## src/rtl/usb_line_dir_ctrl.sv

```systemverilog
// usb_line_dir_ctrl
// Decides who owns the D+/D- lines: the RX path or the TX encoder.
// Before a TX grant the bus must stay idle for an inter-packet gap.
// After TX the block drives EOP (SE0, then J), then holds the bus
// released for a hold-off window before the next grant.
// All outputs are registered decodes of the next state, so they line up
// cycle-for-cycle with the state register.

module usb_line_dir_ctrl #(
    parameter int CLKS_PER_BIT = 8,
    parameter int IPG_BITS     = 2,
    parameter int SE0_BITS     = 2,
    parameter int HOLD_BITS    = 4
) (
    input  logic clk,
    input  logic rst,
    input  logic tx_req,
    input  logic tx_done,
    input  logic rx_active,
    output logic tx_grant,
    output logic transmitting,
    output logic transmit_eop,
    output logic eop_d_plus,
    output logic eop_d_minus,
    output logic bus_busy,
    output logic collision
);

    typedef enum logic [2:0] {
        S_IDLE,
        S_GAP,
        S_TX,
        S_EOP_SE0,
        S_EOP_J,
        S_HOLD
    } state_t;

    // Largest bit count any timed state needs to reach.
    localparam int MAX_A    = (IPG_BITS > SE0_BITS) ? IPG_BITS : SE0_BITS;
    localparam int MAX_BITS = (MAX_A > HOLD_BITS) ? MAX_A : HOLD_BITS;
    localparam int CLK_W    = $clog2(CLKS_PER_BIT);
    localparam int BIT_W    = (MAX_BITS > 1) ? $clog2(MAX_BITS) : 1;

    localparam logic [CLK_W-1:0] CLK_LAST = CLK_W'(CLKS_PER_BIT - 1);
    localparam logic [BIT_W-1:0] IPG_LAST = BIT_W'(IPG_BITS - 1);
    localparam logic [BIT_W-1:0] SE0_LAST = BIT_W'(SE0_BITS - 1);
    localparam logic [BIT_W-1:0] HLD_LAST = BIT_W'(HOLD_BITS - 1);

    state_t           state;
    state_t           next_state;
    logic [CLK_W-1:0] clk_cnt;
    logic [BIT_W-1:0] bit_cnt;
    logic             clk_wrap;
    logic             rx_active_d;
    logic             coll_seen;
    logic             coll_hit;

    assign clk_wrap = (clk_cnt == CLK_LAST);

    // A collision is the first rising edge of rx_active within one TX visit.
    assign coll_hit = (state == S_TX) && rx_active && !rx_active_d && !coll_seen;

    // State register.
    always_ff @(posedge clk) begin
        // NOTE: sequential state is always written with <= so every flop
        // samples the pre-edge values regardless of statement order.
        if (rst) begin
            state <= S_IDLE;
        end else begin
            state <= next_state;
        end
    end

    // Next-state decision from the current state, timers and inputs.
    always_comb begin
        // NOTE: next_state gets a default before the case so no path
        // leaves it unassigned, which would otherwise infer a latch.
        next_state = state;
        unique case (state)
            S_IDLE: begin
                // RX owns the bus whenever it is active.
                if (tx_req && !rx_active) next_state = S_GAP;
            end
            S_GAP: begin
                if (rx_active || !tx_req)            next_state = S_IDLE;
                else if (clk_wrap && bit_cnt == IPG_LAST) next_state = S_TX;
            end
            S_TX: begin
                if (tx_done) next_state = S_EOP_SE0;
            end
            S_EOP_SE0: begin
                if (clk_wrap && bit_cnt == SE0_LAST) next_state = S_EOP_J;
            end
            S_EOP_J: begin
                if (clk_wrap) next_state = S_HOLD;
            end
            S_HOLD: begin
                if (clk_wrap && bit_cnt == HLD_LAST) next_state = S_IDLE;
            end
            default: next_state = S_IDLE;
        endcase
    end

    // Bit-time counters; restart from zero on every state entry.
    always_ff @(posedge clk) begin
        if (rst || next_state != state) begin
            clk_cnt <= '0;
            bit_cnt <= '0;
        end else if (clk_wrap) begin
            clk_cnt <= '0;
            bit_cnt <= bit_cnt + 1'b1;
        end else begin
            clk_cnt <= clk_cnt + 1'b1;
        end
    end

    // Collision tracking: remember rx_active and whether this TX visit already flagged.
    always_ff @(posedge clk) begin
        if (rst) begin
            rx_active_d <= 1'b0;
            coll_seen   <= 1'b0;
        end else begin
            rx_active_d <= rx_active;
            if (next_state == S_TX && state != S_TX) coll_seen <= 1'b0;
            else if (coll_hit)                       coll_seen <= 1'b1;
        end
    end

    // Registered output decode of the state being entered.
    always_ff @(posedge clk) begin
        if (rst) begin
            tx_grant     <= 1'b0;
            transmitting <= 1'b0;
            transmit_eop <= 1'b0;
            eop_d_plus   <= 1'b0;
            eop_d_minus  <= 1'b0;
            bus_busy     <= 1'b0;
            collision    <= 1'b0;
        end else begin
            tx_grant     <= (next_state == S_TX) && (state != S_TX);
            transmitting <= (next_state == S_TX);
            transmit_eop <= (next_state == S_EOP_SE0) || (next_state == S_EOP_J);
            // J state is D+ high, D- low; SE0 drives both low.
            eop_d_plus   <= (next_state == S_EOP_J);
            eop_d_minus  <= 1'b0;
            bus_busy     <= (next_state != S_IDLE);
            collision    <= coll_hit;
        end
    end

endmodule

```

## config.mk

```make
export PLATFORM = sky130hd
export DESIGN_NAME = usb_line_dir_ctrl
export DESIGN_NICKNAME = d
export VERILOG_FILES = /design/src/rtl/usb_line_dir_ctrl.sv
export SDC_FILE = /design/constraint.sdc
export NUM_CORES = 1
export LEC_CHECK = 0
export CAP_MARGIN = 40
export CORE_ASPECT_RATIO = 0.7
export CORE_MARGIN = 4
export CORE_UTILIZATION = 25
export CTS_CLUSTER_SIZE = 24
export DETAILED_ROUTE_END_ITERATION = 10
export PLACE_DENSITY_LB_ADDON = 0.08
export SYNTH_ARGS = -nofsm -noshare
export SYNTH_HDL_FRONTEND = slang
export SYNTH_SLANG_ARGS = --single-unit
```

## constraint.sdc

```tcl
create_clock -name clk -period 2.75 [get_ports clk]
set_input_delay 0.825 -clock clk [delete_from_list [all_inputs] [get_ports clk]]
set_output_delay 0.825 -clock clk [all_outputs]
set_load 0.01 [all_outputs]
```

==> After elaboration in Yosys (flattened, before gate mapping) <==
Cells that the tools add are included.
{ "totals": {"wordCells": 52, "ff_bits": 16} }
{ "op_classes": {"eq_ne": 13, "n_mux": 8, "add_sub_neg": 2, "n_reduce_logical": 18} }
{ "ops": {"columns": ["cell", "count"], "rows": [
  ["$mux 3", 7],
  ["$pmux 3 s6", 1],
  ["$eq 3x2->1 const B", 4],
  ["$eq 3x3->1 const B", 4],
  ["$logic_and 1x1->1", 7],
  ["$logic_not 1->1", 4],
  ["$reduce_or 2->1", 2],
  ["$add 3x1->3 const B", 1],
  ["$eq 3x1->1 const B", 1],
  ["$logic_not 3->1", 1],
  ["$logic_or 1x1->1", 3],
  ["$ne 3x2->1 const B", 1],
  ["$ne 3x3->1", 1],
  ["$reduce_bool 3->1", 1],
  ["$add 2x1->2 const B", 1],
  ["$eq 2x1->1 const B", 1],
  ["$eq 2x2->1 const B", 1]
]} }

==> Depth between registers and ports, before layout <==
{ "depth": {"depth_word": 8, "depth_mapped": 8, "mapped_depth_nobuf": 7} }

==> Worst setup path before layout <==
No wires, ideal clock.
{ "synth_timing": {"path_type": "in2reg", "startpoint": "input port rx_active", "endpoint": "register bit_cnt[0]", "path_slack_ns": 0.900, "setup_ns": 0.070, "n_path_buf": 0, "required_ns": 2.680, "path_stages": 4, "t_arrival_ns": 1.780, "cell_sequence": "or3b_1 > a211o_1 > a21o_1 > a21oi_1"} }
{ "synth_between": {"elab_chain_len": 6, "elab_cells_between_ends": 8, "cone_classes": "eq/ne: 1; mux: 3; reduce/logical: 4"} }
{ "synth_lines": {"columns": ["item", "line_no", "source"], "rows": [
  ["start, declared", "19", "input logic rx_active,"],
  ["$logic_not 1->1", "82", "if (tx_req && !rx_active) next_state = S_GAP;"],
  ["$logic_and 1x1->1", "82", null],
  ["$mux 3", "82", null],
  ["$pmux 3 s6 *", "79", "unique case (state)"],
  ["$ne 3x3->1 *", "106", "if (rst || next_state != state) begin"],
  ["$logic_or 1x1->1 *", "106", null],
  ["end signal, assigned", "111", "bit_cnt <= bit_cnt + 1'b1;"],
  ["end, declared", "52", "logic [BIT_W-1:0] bit_cnt;"]
]} }
Every way passes the cells marked *; elsewhere a longest branch is shown, timed or not.
A chain may end at the register's enable or synchronous reset.

==> Worst setup path in the final report <==
Ends and elaborated chain as after synthesis.

==> results.py <==
metrics = {
    "global_routing": {
        "grt_start_max_net_pins": 12,
        "overflow": 0,
        "track_usage_pct": 9.14,
        "antenna_found_initial": 0,
        "grt_pass1_vias": 556,
        "grt_pass1_wl_mm": 2.57,
    },
    "synthesis": {
        "syn-cell-area_um2": 708,
        "ys_async_sr_fraction_pct": 0,
        "synth-main-ff-cell": "dfxtp_1",
        "synth-seq-area-share_pct": 45.2,
        "ys_seq_elements": 16,
        "yosysTopAreaCell": "dfxtp_1",
        "syn-instance-count": 75,
        "synth_area_leaders": "dfxtp_1 (45%), ha_1 (7.1%), a21oi_1 (4.9%)",
        "ys_warn_count": 0,
        "synth_nets": 84,
        "synth_edf_count": 0,
        "synth.avg_cell_area_um2": 9.44,
        "yosysTopAreaCellShare_pct": 45.2,
        "synth_cell_types": 35,
    },
    "die": {
        "die_h_um": 52.5,
        "initial_utilization_pct": 27.5,
        "die_w_um": 71.6,
        "core_um2": 2570,
        "io_pins": 12,
        "num_rows": 15,
        "die_area_um2": 3760,
    },
    "clocking": {
        "cts_buffers": 3,
        "post_cts_resized": 0,
        "htreeDepth": 1,
        "cts_tree": "done",
        "path_clk_slew_ns": 0.06,
        "clock_sinks": 16,
        "clockBufferDepth": 2,
        "post_cts_buffers": 0,
        "cts_root_buf": "clkbuf_8",
        "clk-insertion-delay-late_ns": 0.24,
        "hold_buffers": 0,
    },
    "setup_path": {
        "worstPathCellList": "clkdlybuf4s50_1 -> or3b_1 -> a211o_1 -> a21o_1 -> a21oi_1",
        "crit_type": "primary input to flop",
        "crit_slowest_cell": "clkdlybuf4s50_1",
        "required_ns": 2.92,
        "cp-start-kind": "primary input",
        "slowest_delay_ns": 0.45,
        "path_max_fanout": 5,
        "cp-end-kind": "flop",
        "cp.arrival_ns": 2.37,
    },
    "sta": {
        "rsz0062_at_grt": "no",
        "finClkSkew_ns": 0.00124,
        "final_max_slew_viol_count": 0,
        "setup_viol": 0,
        "setup_tns_ns": 0,
        "fin_ws_ns": 0.548,
        "period_minus_slack_ns": 2.20,
        "maxClockFrequency_mhz": 454,
        "post-route-period-util_pct": 80.1,
        "hold_viol": 0,
        "whs_ns": 0.526,
    },
    "layout": {
        "drive_gt1_share_pct": 5.81,
        "final_util_pct": 34.5,
        "fill_cells": 260,
        "area_delta_synth_final_pct": 25.1,
        "fin_cells": 120,
        "nets": 97,
        "n_antenna_cell": 0,
    },
    "outcome": {
        "outcome": "finished clean",
    },
    "detailed_routing": {
        "via_count": 556,
        "drtIter0Drc": 29,
        "final_antenna_net_count": 0,
        "drc": 0,
        "dr.pass1.iters": 4,
        "wl_mm": 1.49,
        "wl_per_cell_um": 12.4,
        "vias_per_cell": 4.63,
    },
    "power_and_ir_drop": {
        "p_leak_nw": 0.385,
        "vdd_drop_max_mv": 0.187,
        "p_per_area_nw_per_um2": 494,
    },
    "place": {
        "place.gp.congestion": 0.752,
        "place_ws_ns": 0.301,
        "post-place-cells": 117,
        "post-dp-hpwl_mm": 1.15,
        "port_buffers": 10,
    },
    "flow_run": {
        "cap_violations": 0,
    },
    "hold_path": {
        "hold_class": "flop to flop",
    },
}
-- layout make-up --
| class | instances | area (um^2) | area share [%] |
|---|---|---|---|
| Timing Repair Buffer | 12 | 115 | 13.0 |
| Tap cell | 34 | 42.5 | 4.80 |
| Clock buffer | 3 | 41.3 | 4.66 |
| Sequential cell | 16 | 320 | 36.2 |
| Multi-Input combinational cell | 52 | 355 | 40.1 |
| Inverter | 3 | 11.3 | 1.27 |
-- final timing paths --
path               from    endpoint  slack (ns)  cells after the start
max           rx_active  bit_cnt[0]        0.55                      5
min           coll_seen   collision        0.53                      1
max reg2reg  clk_cnt[0]  bit_cnt[0]        0.83                      6
min reg2reg   coll_seen   collision        0.53                      1
-- Yosys cell counts, types with 2 or more instances --
master,number
buf_2,2
a211oi_1,2
a21o_1,4
ha_1,4
o21ai_0,2
nor2b_1,2
nor2_1,3
inv_1,3
a21oi_1,7
nand2_1,3
dfxtp_1,16
nand3_1,3
nand3b_1,2
-- kinds of logic after synthesis --
family	count (synthesis)	synth area share, %
AO/OA/AOI/OAI	22	21.0
XOR/XNOR	1	1.24
adder cells (fa/ha/maj)	4	7.07
buffers and inverters	7	4.59
flip-flops	16	45.2
other	1	0.530
AND/OR/NAND/NOR	24	20.3
-- flip-flops by register name, indices dropped and copies added (netlist names) --
register      count
bit_cnt           2
transmitting      1
eop_d_plus        1
transmit_eop      1
coll_seen         1
bus_busy          1
clk_cnt           3
tx_grant          1
collision         1
rx_active_d       1
state             3
-- critical path, delay by kind of cell --
kind                   cells  cell delay (ns)
buffers and inverters      1             0.45
AO/OA/AOI/OAI              3             0.72
AND/OR/NAND/NOR            1             0.37
-- routing by layer --
metal	part of all wire (%)	vias to the layer above	global-route usage [%]	wire length, um
li1	-	292	-	-
met1	58	248	13.1	861
met2	37	14	11.9	545
met3	4.6	2	4.02	68
met4	0.87	0	2.81	13
met5	0	-	0	0
-- report_power, final --
group	switching (mW)	leakage (nW)	internal [mW]	total (mW)
Combinational	0.0144	0.234	0.0151	0.0294
Sequential	0.00309	0.130	0.237	0.240
Clock	0.0715	0.0216	0.0968	0.168
Total	0.0889	0.385	0.349	0.438
-- cell usage in the layout, fill, tap and decap left out, types with 2 or more instances in the layout --
cell	instances
ha_1	4
nor2b_1	2
nand2_1	3
o21ai_0	2
nand3_1	3
nor2_1	3
dfxtp_1	16
clkbuf_8	3
a21oi_1	7
clkdlybuf4s50_1	10
nand3b_1	2
a211oi_1	2
a21o_1	4
inv_1	3
buf_4	2
-- through the flow --
step           power (mW)  instance area (um^2)
5_1_grt             0.458                   886
2_1_floorplan       0.261                   708
3_5_place_dp        0.274                   845
4_1_cts             0.450                   886
3_3_place_gp        0.274                   845
6_report            0.438                   886
Note: power is estimated with default switching activity, not from simulation.
